==> src/rtl/ucsbece152a_quad_decoder.sv <==
// Quadrature A/B decoder: synchronises the encoder lines and produces step/direction pulses,
// a wrapping position count and a sticky illegal-transition flag. Optional glitch filter: QUAD_FILTER_EN.
module ucsbece152a_quad_decoder #(
    parameter int unsigned WIDTH       = 3,
    parameter int unsigned SYNC_STAGES = 2,
    parameter int unsigned FILTER_LEN  = 4
) (
    input  logic             clk,
    input  logic             rst,
    input  logic             a_i,
    input  logic             b_i,
    input  logic             clr_i,
    output logic             step_o,
    output logic             dir_o,
    output logic [WIDTH-1:0] pos_o,
    output logic             err_o
);

    typedef enum logic {S_INIT, S_TRACK} state_t;

`ifdef QUAD_FILTER_EN
    localparam int unsigned INIT_LEN = SYNC_STAGES + FILTER_LEN;
`else
    localparam int unsigned INIT_LEN = SYNC_STAGES + 1;
`endif
    localparam int unsigned       CNT_W     = $clog2(INIT_LEN);
    localparam logic [CNT_W-1:0]  INIT_LAST = CNT_W'(INIT_LEN - 1);

    logic [SYNC_STAGES-1:0] a_sync_q, b_sync_q;
    logic [1:0]             sync_val, cur;
    state_t                 state_q, state_d;
    logic [CNT_W-1:0]       init_cnt_q, init_cnt_d;
    logic [1:0]             prev_q, prev_d;
    logic                   step_q, step_d, dir_q, dir_d, err_q, err_d;
    logic [WIDTH-1:0]       pos_q, pos_d;
    logic [1:0]             delta;

    // NOTE: sequential state is written with non-blocking assignments so every flop samples pre-edge values.
    always_ff @(posedge clk or posedge rst) begin
        if (rst) begin
            a_sync_q <= '0;
            b_sync_q <= '0;
        end else begin
            a_sync_q <= {a_sync_q[SYNC_STAGES-2:0], a_i};
            b_sync_q <= {b_sync_q[SYNC_STAGES-2:0], b_i};
        end
    end

    assign sync_val = {a_sync_q[SYNC_STAGES-1], b_sync_q[SYNC_STAGES-1]};

`ifdef QUAD_FILTER_EN
    localparam int unsigned      FLT_W    = $clog2(FILTER_LEN);
    localparam logic [FLT_W-1:0] FLT_LAST = FLT_W'(FILTER_LEN - 1);

    logic [1:0]       filt_q, filt_d, cand_q, cand_d;
    logic [FLT_W-1:0] fcnt_q, fcnt_d;

    // A zero count means no candidate is pending; the FILTER_LEN-th matching sample is accepted combinationally.
    always_comb begin
        filt_d = filt_q;
        cand_d = cand_q;
        fcnt_d = fcnt_q;
        if (sync_val == filt_q) begin
            fcnt_d = '0;
        end else if (sync_val == cand_q && fcnt_q != '0) begin
            if (fcnt_q == FLT_LAST) begin
                filt_d = sync_val;
                fcnt_d = '0;
            end else begin
                fcnt_d = fcnt_q + FLT_W'(1);
            end
        end else begin
            cand_d = sync_val;
            fcnt_d = FLT_W'(1);
        end
    end

    always_ff @(posedge clk or posedge rst) begin
        if (rst) begin
            filt_q <= '0;
            cand_q <= '0;
            fcnt_q <= '0;
        end else begin
            filt_q <= filt_d;
            cand_q <= cand_d;
            fcnt_q <= fcnt_d;
        end
    end

    assign cur = filt_d;
`else
    assign cur = sync_val;
`endif

    // Map Gray code onto a 0..3 ring index: +1 is forward, -1 reverse, 2 is a double-bit jump.
    function automatic logic [1:0] gray_idx(input logic [1:0] v);
        return {v[1], v[1] ^ v[0]};
    endfunction

    assign delta = gray_idx(cur) - gray_idx(prev_q);

    always_ff @(posedge clk or posedge rst) begin
        if (rst) begin
            state_q    <= S_INIT;
            init_cnt_q <= '0;
        end else begin
            state_q    <= state_d;
            init_cnt_q <= init_cnt_d;
        end
    end

    // NOTE: every signal assigned here gets a default first, so no latch can be inferred.
    always_comb begin
        state_d    = state_q;
        init_cnt_d = init_cnt_q;
        case (state_q)
            S_INIT: begin
                if (init_cnt_q == INIT_LAST) state_d = S_TRACK;
                else                         init_cnt_d = init_cnt_q + CNT_W'(1);
            end
            default: state_d = S_TRACK;
        endcase
    end

    always_comb begin
        step_d = 1'b0;
        dir_d  = dir_q;
        pos_d  = pos_q;
        err_d  = err_q;
        prev_d = prev_q;
        if (state_q == S_INIT) begin
            if (init_cnt_q == INIT_LAST) prev_d = cur;
        end else begin
            prev_d = cur;
            case (delta)
                2'd1: begin
                    step_d = 1'b1;
                    dir_d  = 1'b0;
                    pos_d  = pos_q + WIDTH'(1);
                end
                2'd3: begin
                    step_d = 1'b1;
                    dir_d  = 1'b1;
                    pos_d  = pos_q - WIDTH'(1);
                end
                2'd2:    err_d = 1'b1;
                default: ;
            endcase
        end
        if (clr_i) begin
            pos_d = '0;
            err_d = 1'b0;
        end
    end

    always_ff @(posedge clk or posedge rst) begin
        if (rst) begin
            prev_q <= 2'b00;
            step_q <= 1'b0;
            dir_q  <= 1'b0;
            pos_q  <= '0;
            err_q  <= 1'b0;
        end else begin
            prev_q <= prev_d;
            step_q <= step_d;
            dir_q  <= dir_d;
            pos_q  <= pos_d;
            err_q  <= err_d;
        end
    end

    assign step_o = step_q;
    assign dir_o  = dir_q;
    assign pos_o  = pos_q;
    assign err_o  = err_q;

endmodule

==> config.mk <==
export PLATFORM = sky130hd
export DESIGN_NAME = ucsbece152a_quad_decoder
export DESIGN_NICKNAME = d
export VERILOG_FILES = /design/src/rtl/ucsbece152a_quad_decoder.sv
export SDC_FILE = /design/constraint.sdc
export NUM_CORES = 1
export LEC_CHECK = 0
export BUFFER_PORTS_ARGS = -buffer_cell sky130_fd_sc_hd__buf_2
export CAP_MARGIN = 20
export CORE_AREA = 2 2 40 42
export DETAILED_ROUTE_END_ITERATION = 6
export DIE_AREA = 0 0 42 44
export PLACE_DENSITY = 0.61
export SLEW_MARGIN = 5
export SYNTH_ARGS = -nofsm -noshare
export SYNTH_HDL_FRONTEND = slang
export SYNTH_SLANG_ARGS = --single-unit
==> constraint.sdc <==
create_clock -name clk -period 5.9 [get_ports clk]
set_input_delay 0.59 -clock clk [delete_from_list [all_inputs] [get_ports clk]]
set_output_delay 0.59 -clock clk [all_outputs]
set_load 0.02 [all_outputs]
==> flow_summary.toml, run 1 <==
[status]
status = "finished, final reports clean"

[detailed_routing]
vias = 357
wirelength_um = 842
drtPass1Iterations = 4
wl_per_cell_um = 10.9
ant_nets = 0
drc = 0
viasPerCell = 4.64
drt_iter0_markers = 5

[timing]
setup_violations = 0
tightest_slew_ns = 0.550
slew_viol_final = 0
relSlewSlack_pct = 63.3
layout_setup_ws_ns = 3.74
rsz0062_at_grt = "no"
min_period_ns = 2.16
finalCritPeriodShare_pct = 36.6
hold_viol_final = 0
setup_tns_ns = 0
skew_ns = 0.00106
max_freq_mhz = 464

[global_routing]
antenna_found_initial = 0
grt.total_usage_pct = 11.3
grt_pass1_vias = 352
grt_pass1_wl_um = 1470
grt_max_degree = 16
overflow = 0

[synthesis]
netlist.area_leader.share_pct = 61.6
synthCells = 48
synth-edff-count = 0
async_reset_ff_share_pct = 100
ys_warn_count = 0
synth.area.top_cells = "dfrtp_1, nor2_1, xor2_1"
ys_ff_latch = 15
yosys-top-cells-count = "dfrtp_1, nor2_1, inv_1"
ys.flop_type = "dfrtp_1"
synth_top_area_cell = "dfrtp_1"
avgSynthCellArea_um2 = 12.7
syn_nets = 56
synth_most_common_cell = "dfrtp_1"
synthesis.area_um2 = 609
synth_cell_types = 16
yosysSeqAreaShare_pct = 61.6

[layout]
fillCellCount = 130
utilization_pct = 49.5
design_area_um2 = 702
antenna_cells = 0
drive_gt1_share_pct = 26.2
nets = 70
syn2layout_area_growth_pct = 15.2

[pwr]
power.internal_uw = 167
switchingPower_uw = 75.8
ir_drop_mv = 0.166
seqPwrFrac_pct = 51.3
p_per_area_nw_per_um2 = 347
combPwrFrac_pct = 26.0
power.total_uw = 243
swShare_pct = 31.2
clkPwrFrac_pct = 22.7
power_leakage_nw = 0.355

[floorplan]
dieArea_um2 = 1850
num_rows = 14
die_w_um = 42
io-pin-count = 11
die_y_um = 44
coreArea_um2 = 1420
initial_core_util_pct = 42.9

[placement]
gp_congestion = 0.653
pre_cts_ws_ns = 3.75
portBuffers = 10
dp_hpwl_um = 642
placed_cell_area_um2 = 676

[critical_path]
startpoint_type = "flop"
cp.arrival_ns = 2.36
crit_path_top_delay_cell = "dfrtp_1"
crit_cells = 8
path_buf_inv = 0
r2r_cells = 8
cpMostUsedCell = "xor2_1"
cp-endpoint = "pos_o[2]$_DFFE_PP0P_"
criticalPathCategory = "reg -> reg"
crit_fanout = 4
r2r-end = "pos_o[2]$_DFFE_PP0P_"
cp_cell_sequence = "xor2_1 > ha_1 > xnor3_2 > nor2_1 > fa_1 > xor2_1 > or3_1 > a21oi_1"
end_kind = "flop"
max_stage_delay_ns = 0.42
required_ns = 6.10
cp-startpoint = "prev_q[1]$_DFFE_PP0N_"
timing.rr.start = "prev_q[1]$_DFFE_PP0N_"
crit_family = "XOR/XNOR gates"
worst-r2r-setup-slack_ns = 3.74

[clock_tree]
post_cts_buffers = 0
cts_tree = "done"
clk_path_buf_depth = 2
cts.clk_slew.worst_paths_ns = 0.08
cts_num_sinks = 15
cts.repair.resized = 0
postCtsHoldBufs = 0
cts_root_buf = "clkbuf_4"
h-tree-depth = 1
clock_latency_ns = 0.27
numCtsBuffers = 3

[worst_hold_path]
hold_path.class = "in -> async"

[run]
maxCapViolCount = 0
==> kinds of logic after synthesis <==
group / synth area share (%)
AO/OA/AOI/OAI: 3.28
XOR/XNOR: 11.1
adder cells (fa/ha/maj): 7.39
buffers and inverters: 3.08
flip-flops: 61.6
multiplexers: 5.34
AND/OR/NAND/NOR: 8.22
==> routing by layer <==
layer / GRT usage (%) / vias up / part of all wire (%)
li1: - / 177 / -
met1: 13.3 / 166 / 45
met2: 16.9 / 10 / 47
met3: 3.75 / 4 / 3.9
met4: 9.68 / 0 / 3.1
met5: 0 / - / 0
==> area by class of cell <==
type,count,area [um2],share of cell area [%]
Clock buffer,4,26.3,3.74
Inverter,4,15.0,2.14
Multi-Input combinational cell,28,215,30.7
Sequential cell,15,375,53.5
Tap cell,16,20.0,2.85
Timing Repair Buffer,10,50.0,7.13
==> through the flow <==
step / cells / hold slack (ns)
2_1_floorplan: 48 / 0.331
5_1_grt: 77 / 0.373
3_5_place_dp: 73 / 0.346
6_report: 77 / 0.349
4_1_cts: 77 / 0.365
3_3_place_gp: 73 / 0.339
==> sequential cells by signal (all words and copies together), names as in the netlist <==
signal      count
step_o          1
init_cnt_q      2
prev_q          2
b_sync_q        2
err_o           1
a_sync_q        2
state_q         1
pos_o           3
dir_o           1
==> power groups by stage <==
stage                     registers (mW)  clock network (mW)  logic (mW)
after floorplan                    0.140                   0      0.0316
after global placement             0.127                   0      0.0634
after detailed placement           0.127                   0      0.0627
after CTS                          0.125              0.0575      0.0643
after global routing               0.127              0.0622      0.0708
final                              0.125              0.0553      0.0632
==> placed cells by master (no fill, tap or decap) <==
| cell | Yosys | routed |
|---|---|---|
| nand2b_1 | 1 | 1 |
| dfrtp_1 | 15 | 15 |
| mux2i_1 | 1 | 1 |
| xor2_1 | 3 | 3 |
| inv_1 | 4 | 4 |
| fa_1 | 1 | 1 |
| nor2_1 | 7 | 7 |
| a21oi_1 | 1 | 1 |
| clkbuf_4 | 0 | 3 |
| xnor2_1 | 2 | 2 |
| buf_2 | 0 | 10 |
| o21ai_0 | 3 | 3 |
| ha_1 | 2 | 2 |
| nand2_1 | 3 | 3 |
| or3_1 | 1 | 1 |
| mux2_2 | 2 | 2 |
| xnor3_2 | 1 | 1 |
| clkbuf_1 | 1 | 1 |
==> worst register-to-register path: stages, from the launching register on <==
cell,delay [ns]
dfrtp_1,0.42
xor2_1,0.17
ha_1,0.18
xnor3_2,0.26
nor2_1,0.06
fa_1,0.37
xor2_1,0.18
or3_1,0.30
a21oi_1,0.14
==> worst min-delay path by stage <==
stage / from / to / slack (ns) / cells after the start
floorplan: a_sync_q[0]$_DFF_PP0_ / a_sync_q[1]$_DFF_PP0_ / 0.33 / 0
global placement: a_sync_q[0]$_DFF_PP0_ / a_sync_q[1]$_DFF_PP0_ / 0.34 / 0
detailed placement: b_sync_q[0]$_DFF_PP0_ / b_sync_q[1]$_DFF_PP0_ / 0.35 / 0
CTS: b_sync_q[0]$_DFF_PP0_ / b_sync_q[1]$_DFF_PP0_ / 0.36 / 0
global route: b_sync_q[0]$_DFF_PP0_ / b_sync_q[1]$_DFF_PP0_ / 0.37 / 0
finish: rst / step_o$_DFF_PP0_ / 0.35 / 2
(Power assumes the default switching activity.)
==> inputs of run 2 (changes only) <==
==> constraint.sdc (replaced) <==
create_clock -name clk -period 2 [get_ports clk]
set_input_delay 0.2 -clock clk [delete_from_list [all_inputs] [get_ports clk]]
set_output_delay 0.2 -clock clk [all_outputs]
set_load 0.02 [all_outputs]
==> run 2 against run 1 <==
The run now ends with setup timing left. Global-route usage up 1.1 points. Critical endpoint unchanged. Wire length up 5.7%. Maximum frequency increased by 6.8%. Count of clock-buffer cells in the layout down 1. Hold slack worse by 0.33 ns. Cell area increased by 9.6%. Sequential share of layout area shrank 4.7 points. Largest power group unchanged. Sequential power grew to 2.9 times the previous value. Final cell count up 7.8%. Clock power rose to 3.1 times the previous value. Combinational power increased to 3.5 times the previous value. Critical path type unchanged.
==> flow_summary.toml, run 2 (synthesis results as in run 1) <==
[status]
status = "finished with violations"
violations = "setup timing"

[detailed_routing]
wirelength_um = 890
drc = 0
drt_iter0_markers = 3
drtPass1Iterations = 4
wl_per_cell_um = 10.7
vias = 372
viasPerCell = 4.48
ant_nets = 0

[global_routing]
grt.total_usage_pct = 12.5
grt_max_degree = 16
grt_pass1_vias = 365
antenna_found_initial = 0
grt_pass1_wl_um = 1630
overflow = 0

[clock_tree]
cts_num_sinks = 15
cts_root_buf = "clkbuf_4"
numCtsBuffers = 3
h-tree-depth = 1
cts_tree = "done"
cts.clk_slew.worst_paths_ns = 0.09
clock_latency_ns = 0.28
clk_path_buf_depth = 2

[layout]
layout_common_cells = "dfrtp_1, buf_2, nor2_1"
final_common_cell = "dfrtp_1"
antenna_cells = 0
drive_gt1_share_pct = 40.3
largest_reg_flops = 3
nets = 76
syn2layout_area_growth_pct = 26.3

[timing]
setup_violations = 1
slew_viol_final = 0
setup_tns_ns = -0.0195
rsz0062_at_grt = "yes"
min_period_ns = 2.02
skew_ns = 0.00313
max_freq_mhz = 495
finalCritPeriodShare_pct = 101
tightest_slew_ns = 0.547
relSlewSlack_pct = 63.5
layout_setup_ws_ns = -0.0195
hold_viol_final = 0

[critical_path]
crit_fanout = 2
required_ns = 2.22
end_kind = "flop"
startpoint_type = "flop"
criticalPathCategory = "reg -> reg"
cp.arrival_ns = 2.24

[placement]
gp_congestion = 0.656
portBuffers = 10
dp_hpwl_um = 657
pre_cts_ws_ns = -0.0458

[worst_hold_path]
hold_path.class = "in -> reg"

[floorplan]
num_rows = 14
coreArea_um2 = 1420
die_w_um = 42
initial_core_util_pct = 42.9
die_y_um = 44
io-pin-count = 11
dieArea_um2 = 1850

[run]
maxCapViolCount = 0

[pwr]
power_leakage_nw = 0.388
ir_drop_mv = 0.475
p_per_area_nw_per_um2 = 988
## run 2: final cells by class
class / instances / area [um2]
fillers: 128 / 649
repair buffers: 16 / 97.6
clock inverters: 1 / 5.00
flip-flops and latches: 15 / 375
clock buffers: 3 / 22.5
well taps: 16 / 20.0
multi-input cells: 28 / 234
inverters: 4 / 15.0
## run 2: worst paths after layout
kind,startpoint,to,cells after the start,slack [ns]
worst max-delay path,a_sync_q[1]$_DFF_PP0_,pos_o[2]$_DFFE_PP0P_,8,-0.02
worst min-delay path,a_i,a_sync_q[0]$_DFF_PP0_,1,0.02
worst max register to register,a_sync_q[1]$_DFF_PP0_,pos_o[2]$_DFFE_PP0P_,8,-0.02
worst min register to register,a_sync_q[0]$_DFF_PP0_,a_sync_q[1]$_DFF_PP0_,0,0.35
max in group asynchronous,rst,a_sync_q[1]$_DFF_PP0_,3,1.14
min in group asynchronous,rst,pos_o[1]$_DFFE_PP0P_,3,0.50
## run 2: power breakdown
part | leakage (nW) | internal, mW | total (mW) | switching (mW)
logic | 0.193 | 0.101 | 0.222 | 0.121
clock network | 0.0177 | 0.0741 | 0.171 | 0.0971
registers | 0.178 | 0.341 | 0.367 | 0.0265
## run 2: routing by layer
metal	vias up	routed length (um)	GRT usage (%)
li1	189	-	-
met1	174	427	16.1
met2	7	411	18.4
met3	2	35	3.75
met4	0	15	7.74
met5	-	0	0
## run 2: stage by stage
stage / area (um2) / std cells / hold slack, ns / utilization [%] / total power, mW
after CTS: 751 / 82 / 0.0137 / 52.9 / 0.759
after global placement: 708 / 77 / 0.272 / 49.9 / 0.575
after detailed placement: 708 / 77 / 0.271 / 49.9 / 0.581
after floorplan: 612 / 48 / 0.101 / - / 0.508
final: 769 / 83 / 0.0229 / 54.2 / 0.760
after global routing: 769 / 83 / 0.00665 / 54.2 / 0.804
## run 2: critical path: stages, from the launching register on
cell and delay [ns]:
dfrtp_1 0.41, xnor2_2 0.14, ha_2 0.18, xnor3_2 0.23
nor2_2 0.05, fa_2 0.33, xor2_1 0.17, or3_1 0.32
a21oi_2 0.12
## run 2: repair_timing
item                       4_1_cts  5_1_grt
gates resized for setup          2        2
pin swaps                        1        1
hold buffers                     1        0
setup buffers                    0        1
setup endpoints to repair        1        1
hold endpoints to repair        15        0
